===== config.mk =====
export PLATFORM = sky130hd
export DESIGN_NAME = in_word_fifo
export DESIGN_NICKNAME = d
export VERILOG_FILES = /design/src/rtl/in_word_fifo.sv
export SDC_FILE = /design/constraint.sdc
export NUM_CORES = 1
export LEC_CHECK = 0
export BUFFER_PORTS_ARGS = -buffer_cell sky130_fd_sc_hd__buf_2
export CAP_MARGIN = 20
export CORE_ASPECT_RATIO = 1.2
export CORE_MARGIN = 3
export CORE_UTILIZATION = 45
export CTS_CLUSTER_DIAMETER = 30
export DETAILED_ROUTE_END_ITERATION = 8
export PLACE_DENSITY = 0.63
export SYNTH_ARGS = -nofsm -noshare
export SYNTH_HDL_FRONTEND = slang
export SYNTH_SLANG_ARGS = --single-unit
export TNS_END_PERCENT = 10

===== constraint.sdc =====
create_clock -name Ph0 -period 6.6 [get_ports Ph0]
set_clock_uncertainty 0.2 [all_clocks]
set_input_delay 0.66 -clock Ph0 [delete_from_list [all_inputs] [get_ports Ph0]]
set_output_delay 0.66 -clock Ph0 [all_outputs]
set_load 0.01 [all_outputs]

===== src/rtl/in_word_fifo.sv =====
// Byte-to-word input feeder for the TinyComp core: packs 4 bytes
// little-endian into 32-bit words and queues them in a small FIFO.
module in_word_fifo #(
    parameter int DEPTH = 8,
    parameter int AW    = 3
) (
    input  logic          Ph0,
    input  logic          Reset,
    input  logic [7:0]    ByteIn,
    input  logic          ByteValid,
    output logic          ByteRdy,
    input  logic          Discard,
    output logic [31:0]   InData,
    output logic          InRdy,
    input  logic          InStrobe,
    output logic [AW:0]   Count,
    output logic          Underflow
);

    localparam logic [AW:0] FULL_CNT = (AW+1)'(DEPTH);

    logic [1:0]    lane_q, lane_d;
    logic [23:0]   hold_q, hold_d;
    logic [AW:0]   wptr_q, wptr_d;
    logic [AW:0]   rptr_q, rptr_d;
    logic          underflow_q, underflow_d;
    logic [31:0]   mem [DEPTH];

    logic          accept;
    logic          push;
    logic          pop;

    // Pointers carry an extra wrap bit so full and empty are distinct.
    assign Count     = wptr_q - rptr_q;
    assign InRdy     = (Count != '0);
    assign InData    = InRdy ? mem[rptr_q[AW-1:0]] : 32'h0;
    assign ByteRdy   = ~((lane_q == 2'd3) && (Count == FULL_CNT));
    assign Underflow = underflow_q;

    assign accept = ByteValid & ByteRdy;
    assign push   = accept & ~Discard & (lane_q == 2'd3);
    assign pop    = InStrobe & InRdy;

    always_comb begin
        lane_d      = lane_q;
        hold_d      = hold_q;
        wptr_d      = wptr_q;
        rptr_d      = rptr_q;
        underflow_d = underflow_q | (InStrobe & ~InRdy);
        if (Discard) begin
            lane_d = 2'd0;
            hold_d = 24'h0;
        end else if (accept) begin
            lane_d = lane_q + 2'd1;
            unique case (lane_q)
                2'd0:    hold_d[7:0]   = ByteIn;
                2'd1:    hold_d[15:8]  = ByteIn;
                2'd2:    hold_d[23:16] = ByteIn;
                default: wptr_d        = wptr_q + 1'b1;
            endcase
        end
        if (pop) begin
            rptr_d = rptr_q + 1'b1;
        end
    end

    always_ff @(posedge Ph0 or negedge Reset) begin
        if (!Reset) begin
            lane_q      <= 2'd0;
            hold_q      <= 24'h0;
            wptr_q      <= '0;
            rptr_q      <= '0;
            underflow_q <= 1'b0;
        end else begin
            lane_q      <= lane_d;
            hold_q      <= hold_d;
            wptr_q      <= wptr_d;
            rptr_q      <= rptr_d;
            underflow_q <= underflow_d;
        end
    end

    // Storage is deliberately not reset; InData is gated while empty.
    always_ff @(posedge Ph0) begin
        if (push) begin
            mem[wptr_q[AW-1:0]] <= {ByteIn, hold_q};
        end
    end

endmodule

==> metrics.yaml, run 1 <==
pwr:
  p_leak_nw: 4.92
  p_per_area_mw_per_mm2: 415
  worst_ir_drop_vdd_mv: 0.445
yosys:
  synthCells: 618
  synth_top_area_share_pct: 66.1
  synth_seq_cells: 291
  syn-cell-area_mm2: 0.0116
  yosysTopAreaCell: "edfxtp_1"
  ys_warn_count: 0
  synth.area.top_cells: "edfxtp_1 66%, mux4_2 12%, dfrtp_1 7.5%, nand2_1 2.2%, mux2i_1 2.1%"
  synth_area_per_cell_um2: 18.8
  ys_seq_area_share_pct: 73.6
  yosysUniqueCellTypes: 43
  syn_nets: 642
cts:
  hold_buffers: 0
  clkTransAtPathRegs_ns: 0.05
  cts_buffers: 42
  clkLatencyLatePin_ns: 0.51
  cts_setup_buffers: 0
  tritoncts: "built"
  clock_path_buffers: 3
  cts_resized: 0
  htree_levels: 2
  root_buffer: "clkbuf_16"
  cts_sinks: 291
setup_path:
  endpoint_kind: "output pin"
  required_ns: 5.74
  worstPathArrival_ns: 3.99
  crit_path_max_fanout: 29
  worstReg2RegStart: "rptr_q[0]"
  rr_endpoint: "mem[2][25]"
  worstSetupStartpointType: "flip-flop"
  critPathCapture: "InData[2]"
  reg2reg_setup_slack_ns: 2.52
  crit_start: "rptr_q[0]"
  worstRegToRegCells: 10
  crit_type: "flip-flop to output pin"
placed_design:
  numPortBuffers: 51
  routabilityCongestion: 0.741
  post-dp-hpwl_um: 13600
  dp_slack_ns: 2.24
cells_and_area:
  multi_input_area_mm2: 0.00292
  final_util_pct: 54.8
  fin_nets: 725
  fillers: 1965
  drive_gt1_share_pct: 30.9
  antenna_cells: 0
  syn_to_final_growth_pct: 18.2
  seq_area_mm2: 0.00857
grt:
  grt_use_total_pct: 17.9
  antenna_found_initial: 0
  grt_max_degree: 68
  gr-total-overflow: 0
  grt_first_pass_wirelength_um: 38100
  grt_pass1_vias: 6398
route:
  drc: 0
  wl_um: 24200
  via_count: 5901
  wl_per_cell_um: 22.8
  antenna_left: 0
  drt_iter0_markers: 445
  viasPerCell: 5.57
  dr.pass1.iters: 5
die:
  ioPinCount: 52
  num_rows: 63
  die_h_um: 182
  core_mm2: 0.0251
  initial_core_util_pct: 46.4
  die-area_mm2: 0.0278
  die_w_um: 153
timing:
  tightest_slew_ns: 1.00
  maxSlewHeadroom_pct: 33.2
  max_freq_ghz: 0.206
  slew_violations: 0
  period_share_pct: 73.5
  whs_ns: 0.0420
  fin_tns_setup_ns: 0
  layout_min_cycle_time_ns: 4.85
  grt_setup_unrepaired: "false"
  finalHoldViolations: 0
  setup_ws_ns: 1.75
  setup_viol: 0
job:
  max_cap_viol_count: 0
hold_path:
  hp-class: "primary input to asynchronous set/reset pin"
status:
  status: "complete, no violations"
==> critical path, cell delays in order, from the launching register on <==
cell     delay [ns]
dfrtp_4        0.79
ha_1           0.28
inv_1          0.06
fa_1           0.37
xor2_1         0.20
or3_1          0.43
nor3_4         0.63
buf_4          0.44
a21oi_1        0.08
buf_2          0.15
==> through the flow <==
| stage | instances | area (um^2) | total power [mW] |
|---|---|---|---|
| 2_1_floorplan | 618 | 11600 | 3.14 |
| 3_3_place_gp | 982 | 12300 | 3.62 |
| 3_5_place_dp | 982 | 12300 | 3.63 |
| 4_1_cts | 1060 | 13700 | 5.80 |
| 5_1_grt | 1060 | 13700 | 5.99 |
| 6_report | 1060 | 13700 | 5.71 |
==> state kept, by name, summed over array words and instances (netlist names) <==
signal / flops
Underflow: 1
hold_q: 24
rptr_q: 4
wptr_q: 4
mem: 256
lane_q: 2
==> cells in the final DEF (no fill, tap or decap), types with 3 or more instances in the layout <==
master and count:
a21o_1 3, a21oi_1 36, buf_2 51, buf_4 19, clkbuf_1 8, clkbuf_16 45, clkinv_4 4, clkinvlp_4 4
dfrtp_1 33, edfxtp_1 256, ha_1 10, inv_1 9, inv_6 6, inv_8 4, mux2i_1 24, mux4_2 64
nand2_1 68, nand2b_1 32, nand3_1 3, nor2_1 3, nor4_2 4, xnor2_1 6
==> where the power goes <==
part | internal [mW] | total [mW] | switching, mW
clock | 1.33 | 2.15 | 0.824
sequential | 2.03 | 2.12 | 0.0893
combinational | 0.655 | 1.43 | 0.777
==> cell families (layout without fill, tap and decap cells) <==
family,Yosys count,in the layout,synth area share [%]
flops,291,291,73.6
compound gates,43,43,2.10
buf+inv,42,159,1.75
simple gates,134,134,6.11
mux,90,90,14.6
fa+ha+maj,11,11,1.25
xor+xnor,7,7,0.527
==> layer usage <==
| layer | share of wire (%) | wire length (um) | vias up | GRT usage, % |
|---|---|---|---|---|
| li1 | - | - | 2595 | - |
| met1 | 42 | 10100 | 3097 | 23.7 |
| met2 | 51 | 12300 | 164 | 30.4 |
| met3 | 4.7 | 1130 | 45 | 3.13 |
| met4 | 2.5 | 603 | 0 | 5.95 |
| met5 | 0 | 0 | - | 0 |
==> how the worst min path moves through the flow <==
stage	from	to	slack (ns)	cells past startpoint
finish	Reset	Underflow	0.04	1
detailed placement	Underflow	Underflow	0.26	1
global placement	Underflow	Underflow	0.28	1
floorplan	Reset	Underflow	0.16	0
global route	Reset	rptr_q[0]	0.09	1
CTS	Reset	hold_q[20]	0.07	1
==> area by class of cell <==
type	instances	share of cell area, %
clock buffers	54	8.51
clock inverters	24	1.74
flip-flops and latches	291	62.3
inverters	11	0.319
multi-input cells	285	21.2
repair buffers	70	2.89
well taps	325	2.96
==> Yosys cell counts (all sizes together) <==
cell,n
edfxtp,256
nand2,69
mux4,64
a21oi,37
dfrtp,35
nand2b,32
mux2i,24
clkbuf,16
buf,15
ha,10
inv,10
nor4,6
xnor2,6
nand3,5
nor2,4
a21o,3
and3,3
nor3,3
nor3b,3
mux2,2
nand4,2
nor2b,2
or2,2
a211o,1
clkinv,1
fa,1
nand3b,1
nand4b,1
o21a,1
o21ai,1
or3,1
xor2,1
(Power assumes the default switching activity.)
==> inputs of run 2 (changes only) <==
==> constraint.sdc (replaced) <==
create_clock -name Ph0 -period 4.6 [get_ports Ph0]
set_clock_uncertainty 0.2 [all_clocks]
set_input_delay 0.46 -clock Ph0 [delete_from_list [all_inputs] [get_ports Ph0]]
set_output_delay 0.46 -clock Ph0 [all_outputs]
set_load 0.01 [all_outputs]
==> metrics.yaml, run 2 (synthesis results as in run 1) <==
status:
  status: "complete, no violations"  # unchanged
timing:
  setup_ws_ns: 0.745  # was 1.75 ns
  setup_viol: 0  # unchanged
  tightest_slew_ns: 1.02  # was 1.00 ns
  grt_setup_unrepaired: "false"  # unchanged
  whs_ns: 0.0233  # was 0.0420 ns
  finalHoldViolations: 0  # unchanged
  maxSlewHeadroom_pct: 32.1  # was 33.2%
  max_freq_ghz: 0.259
  slew_violations: 0  # unchanged
  period_share_pct: 83.8
  layout_min_cycle_time_ns: 3.86
die:
  core_mm2: 0.0251  # unchanged
  die_h_um: 182  # unchanged
  initial_core_util_pct: 46.4  # unchanged
  num_rows: 63  # unchanged
  ioPinCount: 52  # unchanged
  die-area_mm2: 0.0278  # unchanged
  die_w_um: 153  # unchanged
cells_and_area:
  multi_input_area_mm2: 0.00296  # was 0.00292 mm^2
  largest_reg_flops: 256  # unchanged
  syn_to_final_growth_pct: 17.7  # was 18.2%
  fillers: 1940  # was 1965
  seq_area_mm2: 0.00857  # unchanged
  fin_nets: 720  # was 725
  drive_gt1_share_pct: 30.1  # was 30.9%
  finalInstanceArea_mm2: 0.0137  # about the same
  antenna_cells: 0  # unchanged
  final_common_cell: "edfxtp_1"  # unchanged
  mostFrequentLayoutCells: "256 x edfxtp_1, 68 x nand2_1, 64 x mux4_2"  # unchanged
cts:
  tritoncts: "built"  # unchanged
  cts_setup_buffers: 0  # unchanged
  clock_path_buffers: 3  # unchanged
  cts_resized: 0  # unchanged
  root_buffer: "clkbuf_16"  # unchanged
  hold_buffers: 1  # was 0
  clkLatencyLatePin_ns: 0.52  # was 0.51 ns
  cts_buffers: 40  # was 42
  clkTransAtPathRegs_ns: 0.05  # about the same
  cts_sinks: 291  # unchanged
  htree_levels: 2  # unchanged
setup_path:
  worstReg2RegStart: "wptr_q[2]"  # was rptr_q[0]
  cp_common_cell: "inv_1"
  cpPeakStageDelay_ns: 0.46  # was 0.79 ns
  rr_endpoint: "mem[2][25]"  # unchanged
  crit_type: "flip-flop to output pin"  # unchanged
  worstPathArrival_ns: 3.20  # was 3.99 ns
  endpoint_kind: "output pin"  # unchanged
  crit_chain: "inv_1 > ha_1 > inv_1 > fa_1 > xor2_1 > or3_1 > nor3_4 > buf_4 > a21oi_1 > buf_2"  # was ha_1 > inv_1 > fa_1 > xor2_1 > or3_1 > nor3_4 > buf_4 > a21oi_1 > buf_2
  worstSetupStartpointType: "flip-flop"  # unchanged
  worstRegToRegCells: 8  # was 10
  cp_slowest_cell: "buf_4"  # was dfrtp_4
  reg2reg_setup_slack_ns: 1.23  # was 2.52 ns
  required_ns: 3.94  # was 5.74 ns
  crit_path_max_fanout: 34  # was 29
grt:
  grt_first_pass_wirelength_um: 37100  # was 38100 um
  antenna_found_initial: 0  # unchanged
  grt_max_degree: 68  # unchanged
  gr-total-overflow: 0  # unchanged
  grt_use_total_pct: 17.3  # was 17.9%
  grt_pass1_vias: 6397  # was 6398
pwr:
  p_per_area_mw_per_mm2: 591  # was 415 mW/mm^2
  worst_ir_drop_vdd_mv: 0.710  # was 0.445 mV
  p_leak_nw: 4.88  # was 4.92 nW
route:
  antenna_left: 0  # unchanged
  wl_per_cell_um: 22.5  # was 22.8 um
  dr.pass1.iters: 4  # was 5
  via_count: 5804  # was 5901
  viasPerCell: 5.51  # was 5.57
  drc: 0  # unchanged
  wl_um: 23700  # was 24200 um
  drt_iter0_markers: 403  # was 445
hold_path:
  holdPathStages: 2
  min-delay-start: "InStrobe"
  hp-class: "primary input to flip-flop"  # was primary input to asynchronous set/reset pin
  min_to: "Underflow"
job:
  max_cap_viol_count: 0  # unchanged
placed_design:
  numPortBuffers: 51  # unchanged
  place_area_mm2: 0.0124  # was 0.0123 mm^2
  routabilityCongestion: 0.801  # was 0.741
  dp_slack_ns: 1.22  # was 2.24 ns
  post-dp-hpwl_um: 12800  # was 13600 um
run 2: cell types whose count changed in the layout (fill, tap and decap cells not counted), sizes merged:
cell,previous run,this run
buf,70,66
bufinv,1,3
clkbuf,54,46
clkinv,10,12
clkinvlp,4,3
dlygate4sd3,0,1
inv,20,21
run 2: final cells by class:
| type | instances | area share [%] |
|---|---|---|
| well taps | 325 | 2.97 |
| clock buffers | 46 | 7.63 |
| flip-flops and latches | 291 | 62.6 |
| inverters | 11 | 0.320 |
| clock inverters | 28 | 2.07 |
| repair buffers | 67 | 2.85 |
| multi-input cells | 285 | 21.6 |
run 2: where the power goes:
part | switching (mW) | total [mW] | leakage, nW | internal (mW)
Sequential | 0.0583 | 2.98 | 2.83 | 2.92
Combinational | 1.18 | 2.12 | 1.41 | 0.943
Clock | 1.16 | 3.00 | 0.642 | 1.84
run 2: metrics by stage:
step | cells | setup TNS [ns] | power (mW) | util [%]
finish | 1053 | 0 | 8.10 | 54.6
global route | 1053 | 0 | 8.48 | 54.6
CTS | 1053 | 0 | 8.20 | 54.6
detailed placement | 978 | 0 | 5.20 | 49.3
global placement | 978 | 0 | 5.18 | 49.3
floorplan | 618 | -49.89 | 4.51 | -
run 2: worst max-delay path by stage:
stage	startpoint	endpoint	slack, ns	depth (start not counted)
floorplan	rptr_q[1]	mem[0][0]	-0.57	11
detailed placement	rptr_q[0]	InData[6]	1.22	6
global placement	rptr_q[0]	InData[6]	1.21	6
finish	wptr_q[0]	InData[6]	0.74	10
global route	rptr_q[0]	InData[0]	0.51	6
CTS	rptr_q[0]	InData[0]	0.67	6
run 2: worst max-delay path: cells and delay by family, from the launching register on:
kind	cells	cell delay [ns]
xor+xnor	1	0.19
fa+ha+maj	2	0.54
simple gates	2	0.57
compound gates	1	0.14
flops	1	0.42
buf+inv	4	0.80
run 2: layer usage:
metal	GRT usage [%]	wire length, um
met3	3.04	1150
met1	23.3	9770
met4	5.10	452
met2	29.3	12300
met5	0	0
